[config.mk]
export PLATFORM = sky130hd
export DESIGN_NAME = ram_access_ctrl
export DESIGN_NICKNAME = d
export VERILOG_FILES = /design/src/rtl/ram_access_ctrl.sv
export SDC_FILE = /design/constraint.sdc
export NUM_CORES = 1
export LEC_CHECK = 0
export ABC_AREA = 1
export BUFFER_PORTS_ARGS = -buffer_cell sky130_fd_sc_hd__buf_2
export CAP_MARGIN = 20
export CORE_MARGIN = 3
export CORE_UTILIZATION = 39
export CTS_CLUSTER_DIAMETER = 50
export DETAILED_ROUTE_END_ITERATION = 6
export PLACE_DENSITY = 0.89
export REMOVE_ABC_BUFFERS = 1
export SLEW_MARGIN = 40
export SYNTH_ARGS = -nofsm -noshare
export SYNTH_HDL_FRONTEND = slang
export SYNTH_SLANG_ARGS = --single-unit
[constraint.sdc]
create_clock -name clk -period 2 [get_ports clk]
set_clock_uncertainty 0.05 [all_clocks]
set_input_delay 0.4 -clock clk [delete_from_list [all_inputs] [get_ports clk]]
set_output_delay 0.4 -clock clk [all_outputs]
set_load 0.02 [all_outputs]
[src/rtl/ram_access_ctrl.sv]
// Dual-port write arbiter plus burst-read sequencer in front of a 16-entry
// halfword RAM. Writes and reads run independently and concurrently.
module ram_access_ctrl #(
  parameter bit RR_INIT = 1'b0
) (
  input  logic        clk,
  input  logic        rst,
  input  logic        a_req,
  input  logic [1:0]  a_strb,
  input  logic [3:0]  a_addr,
  input  logic [31:0] a_data,
  output logic        a_gnt,
  input  logic        b_req,
  input  logic [1:0]  b_strb,
  input  logic [3:0]  b_addr,
  input  logic [31:0] b_data,
  output logic        b_gnt,
  output logic        ram_wr_en,
  output logic [1:0]  ram_wr_strb,
  output logic [3:0]  ram_waddr,
  output logic [31:0] ram_wdata,
  input  logic        rd_start,
  input  logic [3:0]  rd_addr,
  input  logic [4:0]  rd_len,
  output logic        rd_busy,
  output logic        ram_rd_en,
  output logic [3:0]  ram_raddr,
  input  logic [15:0] ram_rdata,
  output logic [15:0] rd_data,
  output logic        rd_valid,
  output logic        rd_done
);

  typedef enum logic [1:0] {IDLE, ISSUE, DRAIN} rd_state_t;

  rd_state_t  state_q, state_d;
  logic       prio_b;   // 1: port B wins the next tie
  logic [4:0] rem_q;    // issues still to perform, including the current one
  logic [4:0] len_clamped;
  logic       rd_accept;

  // Combinational grant: single requester wins, ties go to the priority port
  always_comb begin
    a_gnt = 1'b0;
    b_gnt = 1'b0;
    if (!rst) begin
      if (a_req && b_req) begin
        a_gnt = !prio_b;
        b_gnt = prio_b;
      end else begin
        a_gnt = a_req;
        b_gnt = b_req;
      end
    end
  end

  // Round-robin pointer: after a grant the other port gets the next tie
  always_ff @(posedge clk or posedge rst) begin
    if (rst) begin
      prio_b <= RR_INIT;
    end else if (a_gnt) begin
      prio_b <= 1'b1;
    end else if (b_gnt) begin
      prio_b <= 1'b0;
    end
  end

  // Write register stage; a zero-strobe grant is consumed without a write
  always_ff @(posedge clk or posedge rst) begin
    if (rst) begin
      ram_wr_en   <= 1'b0;
      ram_wr_strb <= '0;
      ram_waddr   <= '0;
      ram_wdata   <= '0;
    end else begin
      ram_wr_en <= (a_gnt && (a_strb != 2'b00)) || (b_gnt && (b_strb != 2'b00));
      if (a_gnt) begin
        ram_wr_strb <= a_strb;
        ram_waddr   <= a_addr;
        ram_wdata   <= a_data;
      end else if (b_gnt) begin
        ram_wr_strb <= b_strb;
        ram_waddr   <= b_addr;
        ram_wdata   <= b_data;
      end
    end
  end

  assign len_clamped = (rd_len > 5'd16) ? 5'd16 : rd_len;
  assign rd_accept   = rd_start && (rd_len != 5'd0);

  // Read FSM next-state
  always_comb begin
    state_d = state_q;
    case (state_q)
      IDLE:    if (rd_accept) state_d = ISSUE;
      ISSUE:   if (rem_q == 5'd1) state_d = DRAIN;
      DRAIN:   state_d = IDLE;
      default: state_d = IDLE;
    endcase
  end

  // Read FSM state register and registered RAM read controls
  always_ff @(posedge clk or posedge rst) begin
    if (rst) begin
      state_q   <= IDLE;
      ram_rd_en <= 1'b0;
      ram_raddr <= '0;
      rem_q     <= '0;
      rd_done   <= 1'b0;
    end else begin
      state_q <= state_d;
      rd_done <= (state_q == ISSUE) && (rem_q == 5'd1);
      case (state_q)
        IDLE: begin
          if (rd_accept) begin
            ram_raddr <= rd_addr;
            ram_rd_en <= 1'b1;
            rem_q     <= len_clamped;
          end
        end
        ISSUE: begin
          if (rem_q == 5'd1) begin
            ram_rd_en <= 1'b0;
            rem_q     <= '0;
          end else begin
            ram_raddr <= ram_raddr + 4'd1;
            rem_q     <= rem_q - 5'd1;
          end
        end
        default: ram_rd_en <= 1'b0;
      endcase
    end
  end

  // Read data qualifier tracks the RAM's one-cycle read latency
  always_ff @(posedge clk or posedge rst) begin
    if (rst) begin
      rd_valid <= 1'b0;
    end else begin
      rd_valid <= ram_rd_en;
    end
  end

  assign rd_busy = (state_q != IDLE);
  assign rd_data = rd_valid ? ram_rdata : '0;

endmodule

==> run summary, run 1 <==
The net switching share of the total power came out at 0.4337. The tools report the number of failing hold endpoints at the final stage as 0. For the sequential fraction of the synthesis area, the log shows 0.4977. The final max-slew violation count was 0.

The quantity of hold-fixing buffers added after cts is 1, and the number of filler cells placed in the layout is 597. Main flop type after synthesis: sky130_fd_sc_hd__dfrtp_1. Register bit count reported by yosys: 54. The startpoint identified for the worst hold timing path is b_data[11]. Yosys printed 0 warnings. The ratio of total power to cell area was 1171 nW/µm²; the total overflow reported by the global router was 0. The die width is 89.44 µm, and the count of buffers inserted at the top-level ports is 170. The die covers 7999 µm². The run gives 29 as the number of cell rows. The first routing iteration left 87 violations. For the area of the core, the log shows 6531 µm². Once the clock tree was built, the resizer swapped 0 gates to a different size. The maximum clock rate came out at 582.0 MHz. Setup repair after global routing left no endpoint under its margin. For the worst max-slew margin expressed relative to the limit, the log shows 0.5555.

The detail route stage leaves a number of antenna-violating nets equal to 0. The sequential fraction of design power is 0.372. The kind of start point of the critical path was a register. Entering global routing, the biggest net connects 54 pins. Class of the worst hold path: primary input to register. The worst reg2reg path startpoint was state_q[1]. Sorting the synthesized cells by how often they occur yields sky130_fd_sc_hd__nand2_1, sky130_fd_sc_hd__dfrtp_1, sky130_fd_sc_hd__nand3_1. The initial antenna violation count was 0.

The longest clock path from root to sink contains 2 buffers. The tree is rooted in a sky130_fd_sc_hd__clkbuf_8. The internal power summed over all cells is 2.464 mW.

The kind of capture point of the worst setup path was an output pin. The synthesized design contains 0 enable-type register cells. For the number of cells produced by synthesis, the log shows 360. For the HPWL after detailed placement, the log shows 6124 µm. For this design, the sink count on the clock tree is 54. The area growth from synthesis to layout is 36.87%. Final wirelength: 7748 µm. Post-CTS timing repair inserted 0 buffers for setup. For the pin with the worst max-slew slack, the measured transition is 0.6668 ns. Average wire per standard cell: 12.79 µm. Summing every instance area after synthesis gives 2715 µm².

The logs give 5 for the TritonCTS buffer count and 171 for the number of top-level pins. 0 antenna diodes ended up in the layout. Summed over all cells, the static leakage comes to 2.257 nW. Clock network fraction of design power: 0.167. For hold timing, the worst endpoint is ram_wdata[11]. The number of DRC violations after detailed routing was 0. The synthesized netlist contains 24 unique library cells. The run gives 0.4958 mV as the maximum ir drop on the vdd rail. The run gives 0.460 as the portion of total power attributed to combinational logic. Dividing the detail-routed via count by the number of cells gives 4.752. The first global-routing pass estimated 12,110 µm of wire. The run gives 1.55 ns as the worst path required time. The share of the synthesized area in the top cell type came out at 0.4977. Placer's final routability congestion estimate: 0.8608. The critical path is of the register to output pin type.

Max-cap violations in this run came to 0. By area the synthesized netlist is led by sky130_fd_sc_hd__dfrtp_1, sky130_fd_sc_hd__nand2_1, sky130_fd_sc_hd__nand3_1. The clock transition at the registers of the reported paths is 0.10 ns, and the worst reg-to-reg setup slack is 0.59 ns. Each instance of the synthesized netlist takes up on average 7.542 µm². Most instantiated library cell after synthesis: sky130_fd_sc_hd__nand2_1.

The smallest clock period supported by the final layout is computed as 1.718 ns. In this run the power spent charging and discharging nets is 1.887 mW. The final layout contains 637 nets.

The insertion delay to the later sink of the worst-skew pair is 0.30 ns. The total global routing track utilization came out at 0.1930. The effective utilization at floorplan was 0.4157; the cell depth of the worst flop-to-flop path was 6. The ratio of final minimum period to clock period was 0.8591. The flow ran to the end, and the final reports show no timing, DRC or antenna violations.

The tools report the total design power as 4.351 mW. TritonCTS built the clock tree. The run gives 0 as the final number of setup-violating endpoints.

The ratio of cells with drive above 1 in the final layout was 0.3686; the data arrival time at the worst-slack endpoint was 1.27 ns. The largest fanout on the critical path was 17. The library cell with the largest summed area after synthesis was sky130_fd_sc_hd__dfrtp_1. The number of global-route vias before repair is 2,656. The endpoint of the lowest-slack register-to-register path was ram_raddr[0]. Counting instances, the worst hold path has a depth of 3.

Proportion of synthesized flip-flops having asynchronous set or reset: 1.000. The final route contains 2,880 vias. The number of detailed-route iterations in the first pass was 4; the total number of H-tree levels was 2. Hold timing on the final database bottoms out at a slack of 0.2528 ns. Measured along the y axis, the die boundary spans 89.44 µm.
==> routing by layer <==
layer	vias up	wire length, µm	GRT usage
met5	-	0	0
met4	0	96	0.04601
met3	8	728	0.04793
met2	137	3861	0.3530
met1	1298	3061	0.2259
li1	1437	-	-
==> placed cells by master, fill, tap and decap left out, drive strengths merged, types with 2 or more instances in the layout <==
cell	netlist	routed
buf	15	176
nor2	12	12
nand3	52	52
o21ai	8	8
xnor2	2	2
ha	3	3
clkbuf	1	6
nand2	179	179
inv	31	31
dfrtp	54	54
==> sequential cells by signal (all words and copies together), names as in the netlist, 2 cells and up <==
register and count:
ram_wdata 32, ram_waddr 4, ram_raddr 4, ram_wr_strb 2
rem_q 5, state_q 2
==> layout make-up <==
cell class                      instances  area (µm²)  area share
Sequential cell                        54        1351      0.3636
Inverter                               31       118.9     0.03199
Tap cell                               77       96.34     0.02593
Timing Repair Buffer                  177       905.9      0.2438
Clock inverter                          2       37.54     0.01010
Multi-Input combinational cell        259        1134      0.3051
Clock buffer                            6       72.57     0.01953
==> cell families after synthesis <==
| group | after synthesis | synth area share |
|---|---|---|
| AO/OA/AOI/OAI | 9 | 0.02028 |
| adder cells (fa/ha/maj) | 3 | 0.01383 |
| AND/OR/NAND/NOR | 245 | 0.3770 |
| buffers and inverters | 47 | 0.08479 |
| XOR/XNOR | 2 | 0.006453 |
| flip-flops | 54 | 0.4977 |
==> power by group through the flow <==
| stage | Combinational, mW | Clock, mW | Sequential, mW |
|---|---|---|---|
| 2_1_floorplan | 1.07 | 0 | 1.88 |
| 3_3_place_gp | 1.97 | 0 | 1.62 |
| 3_5_place_dp | 2.02 | 0 | 1.64 |
| 4_1_cts | 2.03 | 0.749 | 1.62 |
| 5_1_grt | 2.25 | 0.792 | 1.67 |
| 6_report | 2.00 | 0.728 | 1.62 |
==> worst max-delay path by stage <==
| stage | from | end | slack [ns] | cells past startpoint |
|---|---|---|---|---|
| global route | rd_valid | rd_data[1] | 0.12 | 3 |
| floorplan | rst | b_gnt | -0.39 | 3 |
| detailed placement | rst | ram_wr_en | 0.46 | 7 |
| finish | rd_valid | rd_data[5] | 0.28 | 3 |
| global placement | rst | ram_wr_en | 0.51 | 7 |
| CTS | rd_valid | rd_data[5] | 0.24 | 3 |
==> through the flow <==
stage	instances	util	cell area [µm²]	setup TNS (ns)	setup WS [ns]
after CTS	606	0.5690	3716	0	0.2410
after global placement	597	0.5506	3596	0	0.5126
after global routing	606	0.5690	3716	0	0.1246
after detailed placement	597	0.5506	3596	0	0.4646
after floorplan	344	-	2604	-11.14	-0.3870
final	606	0.5690	3716	0	0.2818
==> worst max-delay path, cell delays in order (launching register included) <==
cell	delay (ns)
sky130_fd_sc_hd__dfrtp_1	0.63
sky130_fd_sc_hd__nand2_1	0.10
sky130_fd_sc_hd__inv_1	0.08
sky130_fd_sc_hd__buf_2	0.16
Power figures use the tool's default switching activity.
==> inputs of run 2 (changes only) <==
Settings changed: ABC_AREA 1 to not set, CORE_UTILIZATION 39 to 38, PLACE_DENSITY 0.89 to 0.88.
==> run summary, run 2 <==
The flow ran to the end, and the final reports show no timing, DRC or antenna violations. The floorplan die area is 7860 µm² (was 7999 µm²). The HPWL after detailed placement is 5985 µm (was 6124 µm), and the register bit count reported by yosys is 54 (unchanged). The number of inserted diodes came out at 0 (unchanged). The run gives 0.16 ns (was 0.59 ns) as the worst reg-to-reg setup slack. Root cell of the clock tree: sky130_fd_sc_hd__clkbuf_8 (unchanged).

The flip-flop count of the largest register after layout was 32 (unchanged). The ratio of total power to cell area was 1137 nW/µm² (was 1171 nW/µm²). Main flop type after synthesis: sky130_fd_sc_hd__dfrtp_1 (unchanged). The logs give 5 (unchanged) for the TritonCTS buffer count and 0.29 ns (was 0.30 ns) for the insertion delay to the later sink of the worst-skew pair.

The category of the most critical setup path was register to register (was register to output pin). The number of global-route vias before repair is 2,503 (was 2,656). The share of the synthesized area in the top cell type is 0.5205 (was 0.4977). The library cell with the largest summed area after synthesis is sky130_fd_sc_hd__dfrtp_1 (unchanged). The logs give 0.1585 ns (was 0.2818 ns) for the worst path setup slack after routing and 3576 µm² (was 3596 µm²) for the instance area after placement. The largest fanout on the critical path works out to 6 (was 17). The gate family responsible for the most delay along the worst path is simple AND/OR/NAND/NOR gates (was flip-flops). Setup repair after global routing left no endpoint under its margin.

The total overflow reported by the global router is 0 (unchanged). Post-synth top cells: sky130_fd_sc_hd__nand2_1, sky130_fd_sc_hd__dfrtp_1, sky130_fd_sc_hd__a22oi_1 (was sky130_fd_sc_hd__nand2_1, sky130_fd_sc_hd__dfrtp_1, sky130_fd_sc_hd__nand3_1). The beginning of the critical path was rem_q[1] (was rd_valid). The cell with the biggest individual delay on the critical path is sky130_fd_sc_hd__or4b_4 (was sky130_fd_sc_hd__dfrtp_1). Critical path capture point: ram_raddr[1] (was rd_data[5]).

The number of filler cells placed in the layout came out at 594 (was 597). The die width was 88.66 µm (was 89.44 µm); the cell depth of the worst setup path was 6 (was 3). The maximum clock rate came out at 543.0 MHz (was 582.0 MHz). The count of buffers added by post-CTS timing repair for setup is 0 (unchanged), and the final net count is 560 (was 637). Leading registers by flop count: ram_wdata (32), rem_q (5) (unchanged). Worst reg2reg path startpoint: rem_q[1] (was state_q[1]). The minimum clock period after layout came out at 1.842 ns (was 1.718 ns). Critical path cell sequence: inv_1 > ha_1 > or4b_4 > nand2_4 > nand2_4 > mux2_4 (was nand2_1 > inv_1 > buf_2). The buffer and inverter count on the worst path was 1 (was 2). The class of the worst hold path is primary input to async pin (was primary input to register). The tools report the placer's final routability congestion estimate as 0.8946 (was 0.8608). Commonest non-fill, non-tap cell in the layout: sky130_fd_sc_hd__buf_2 (was sky130_fd_sc_hd__nand2_1).

The logs give 6495 µm² (was 6531 µm²) for the area of the core and 0.1843 (was 0.1930) for the total global routing track utilization. The clock transition at the registers of the reported paths was 0.09 ns (was 0.10 ns). The maximum ir drop on the vdd rail is 0.6827 mV (was 0.4958 mV). The total number of yosys warnings is 0 (unchanged). The run gives 0 (unchanged) as the count of maximum capacitance violations. Count of flip-flops with a built-in enable after synthesis: 0 (unchanged).

For the leakage dissipation, the log shows 2.059 nW (was 2.257 nW). The pin count of the biggest net entering global routing was 55 (was 54). For the smallest hold slack, the log shows 0.2651 ns (was 0.2528 ns). The data arrival time at the worst-slack endpoint came out at 1.98 ns (was 1.27 ns).

Final number of setup-violating endpoints: 0 (unchanged). Sequential fraction of the synthesis area: 0.5205 (was 0.4977). For the DRC violation total after the first TritonRoute iteration, the log shows 77 (was 87). The tools report the number of cell rows as 29 (unchanged). TritonCTS built the clock tree.

The tools report the combined area of the multi-input logic cells as 1176 µm² (was 1134 µm²). The kind of start point of the critical path was a register (unchanged). The mean instance size in the synthesized netlist came out at 9.272 µm² (was 7.542 µm²). The pin slew with the least headroom to its limit was 0.6754 ns (was 0.6668 ns). The initial antenna violation count came out at 0 (unchanged).

The tools report the number of cells produced by synthesis as 280 (was 360). The count of buffers inserted at the top-level ports works out to 170 (unchanged). The endpoint of the lowest-slack register-to-register path is ram_raddr[1] (was ram_raddr[0]). The combined flip-flop and latch cell area was 1351 µm² (unchanged); the number of failing hold endpoints at the final stage was 0 (unchanged).

The worst max-slew margin expressed relative to the limit is 0.5497 (was 0.5555), and the cell depth of the worst flop-to-flop path is 6 (unchanged). The via-per-instance ratio works out to 5.078 (was 4.752). For the number of DRC violations after detailed routing, the log shows 0 (unchanged). The run gives 0 (unchanged) as the number of antenna-violating nets in the routed design.

Commonest cells after routing, fill and taps aside: sky130_fd_sc_hd__buf_2, sky130_fd_sc_hd__nand2_1, sky130_fd_sc_hd__dfrtp_1 (was sky130_fd_sc_hd__nand2_1, sky130_fd_sc_hd__buf_2, sky130_fd_sc_hd__dfrtp_1). The logs give 2.14 ns (was 1.55 ns) for the worst path required time and 0 (was 1) for the quantity of hold-fixing buffers added after cts. The count of vias placed by the detailed router is 2,681 (was 2,880). The number of detailed-route iterations in the first pass is 4 (unchanged). The ratio of cells with drive above 1 in the final layout is 0.4368 (was 0.3686).

The most numerous cell type found on the critical path is sky130_fd_sc_hd__nand2_4. The logs give 0.3997 (was 0.4157) for the effective utilization at floorplan and 2596 µm² (was 2715 µm²) for the synthesized area. The proportion of synthesized flip-flops having asynchronous set or reset is 1.000 (unchanged), and the ratio of final minimum period to clock period is 0.9208 (was 0.8591). The tools report the kind of capture point of the worst setup path as a register (was an output pin). The number of top-level pins came out at 171 (unchanged). The die height is 88.66 µm (was 89.44 µm). The register with the most flip-flops is ram_wdata (unchanged).

The cell area after layout was 3689 µm² (was 3716 µm²). The logs give 0 (unchanged) for the final max-slew violation count and 54 (unchanged) for the total number of clock tree sinks. The average wire per standard cell is 14.34 µm (was 12.79 µm), and the pre-CTS worst setup slack is 0.1792 ns (was 0.4646 ns).

The number of different library cells in the post-synthesis netlist came out at 31 (was 24). Most instantiated library cell after synthesis: sky130_fd_sc_hd__nand2_1 (unchanged). The peak per-stage delay on the critical path was 0.51 ns (was 0.63 ns); the maximum count of clock buffers along a single path was 2 (unchanged). For the quantity of gates resized following cts, the log shows 0 (unchanged). Main area contributors after synthesis: sky130_fd_sc_hd__dfrtp_1, sky130_fd_sc_hd__nand2_1, sky130_fd_sc_hd__a22oi_1 (was sky130_fd_sc_hd__dfrtp_1, sky130_fd_sc_hd__nand2_1, sky130_fd_sc_hd__nand3_1). The total number of H-tree levels was 2 (unchanged); the first-pass GRT wire length was 11,360 µm (was 12,110 µm). The synthesis-to-finish area growth is 42.07% (was 36.87%). For the final wirelength, the log shows 7572 µm (was 7748 µm).
==> run 2: cells by family after synthesis <==
logic type                 count (synthesis)  share of synthesized area
buffers and inverters                     25                    0.03662
AOI/OAI and AO/OA                         67                     0.1908
and+or+nand+nor                          128                     0.2241
DFF                                       54                     0.5205
muxes                                      3                    0.01349
adders and majority gates                  3                    0.01446
==> run 2: area by class of cell <==
type / instances / share of cell area
sequential: 54 / 0.3664
multi-input combinational: 201 / 0.3189
timing repair buffer: 178 / 0.2469
tap: 77 / 0.02612
clock buffer: 6 / 0.02239
inverter: 11 / 0.01119
clock inverter: 1 / 0.008141
==> run 2: tightest hold or removal path: cells and delay by family <==
family	cells	cell delay (ns)
buffers and inverters	3	0.70
==> run 2: worst min path at each step <==
| stage | endpoint | slack [ns] | cells past startpoint |
|---|---|---|---|
| final | ram_wdata[3] | 0.27 | 3 |
| after CTS | ram_wdata[26] | 0.26 | 3 |
| after global placement | rd_valid | 0.36 | 0 |
| after global routing | ram_waddr[1] | 0.26 | 3 |
| after floorplan | prio_b | 0.43 | 1 |
| after detailed placement | rd_valid | 0.37 | 0 |
==> run 2: report_power, final <==
| part | internal, mW | switching [mW] | total, mW | leakage [nW] |
|---|---|---|---|---|
| sequential | 1.36 | 0.237 | 1.59 | 0.661 |
| combinational | 0.762 | 1.11 | 1.88 | 1.34 |
| clock | 0.401 | 0.326 | 0.726 | 0.0573 |
| total | 2.52 | 1.68 | 4.19 | 2.06 |
==> run 2: per-layer routing <==
layer | track usage | wire [µm]
met5 | 0 | 0
met1 | 0.2200 | 2952
met2 | 0.3293 | 3966
met3 | 0.03911 | 575
met4 | 0.05907 | 78
==> run 2: metrics by stage <==
stage	power [mW]	std cells	utilization	TNS [ns]
2_1_floorplan	2.802	266	-	-62.21
3_3_place_gp	3.406	521	0.5506	0
3_5_place_dp	3.495	521	0.5506	0
4_1_cts	4.227	528	0.5679	0
5_1_grt	4.503	528	0.5679	0
6_report	4.195	528	0.5679	0
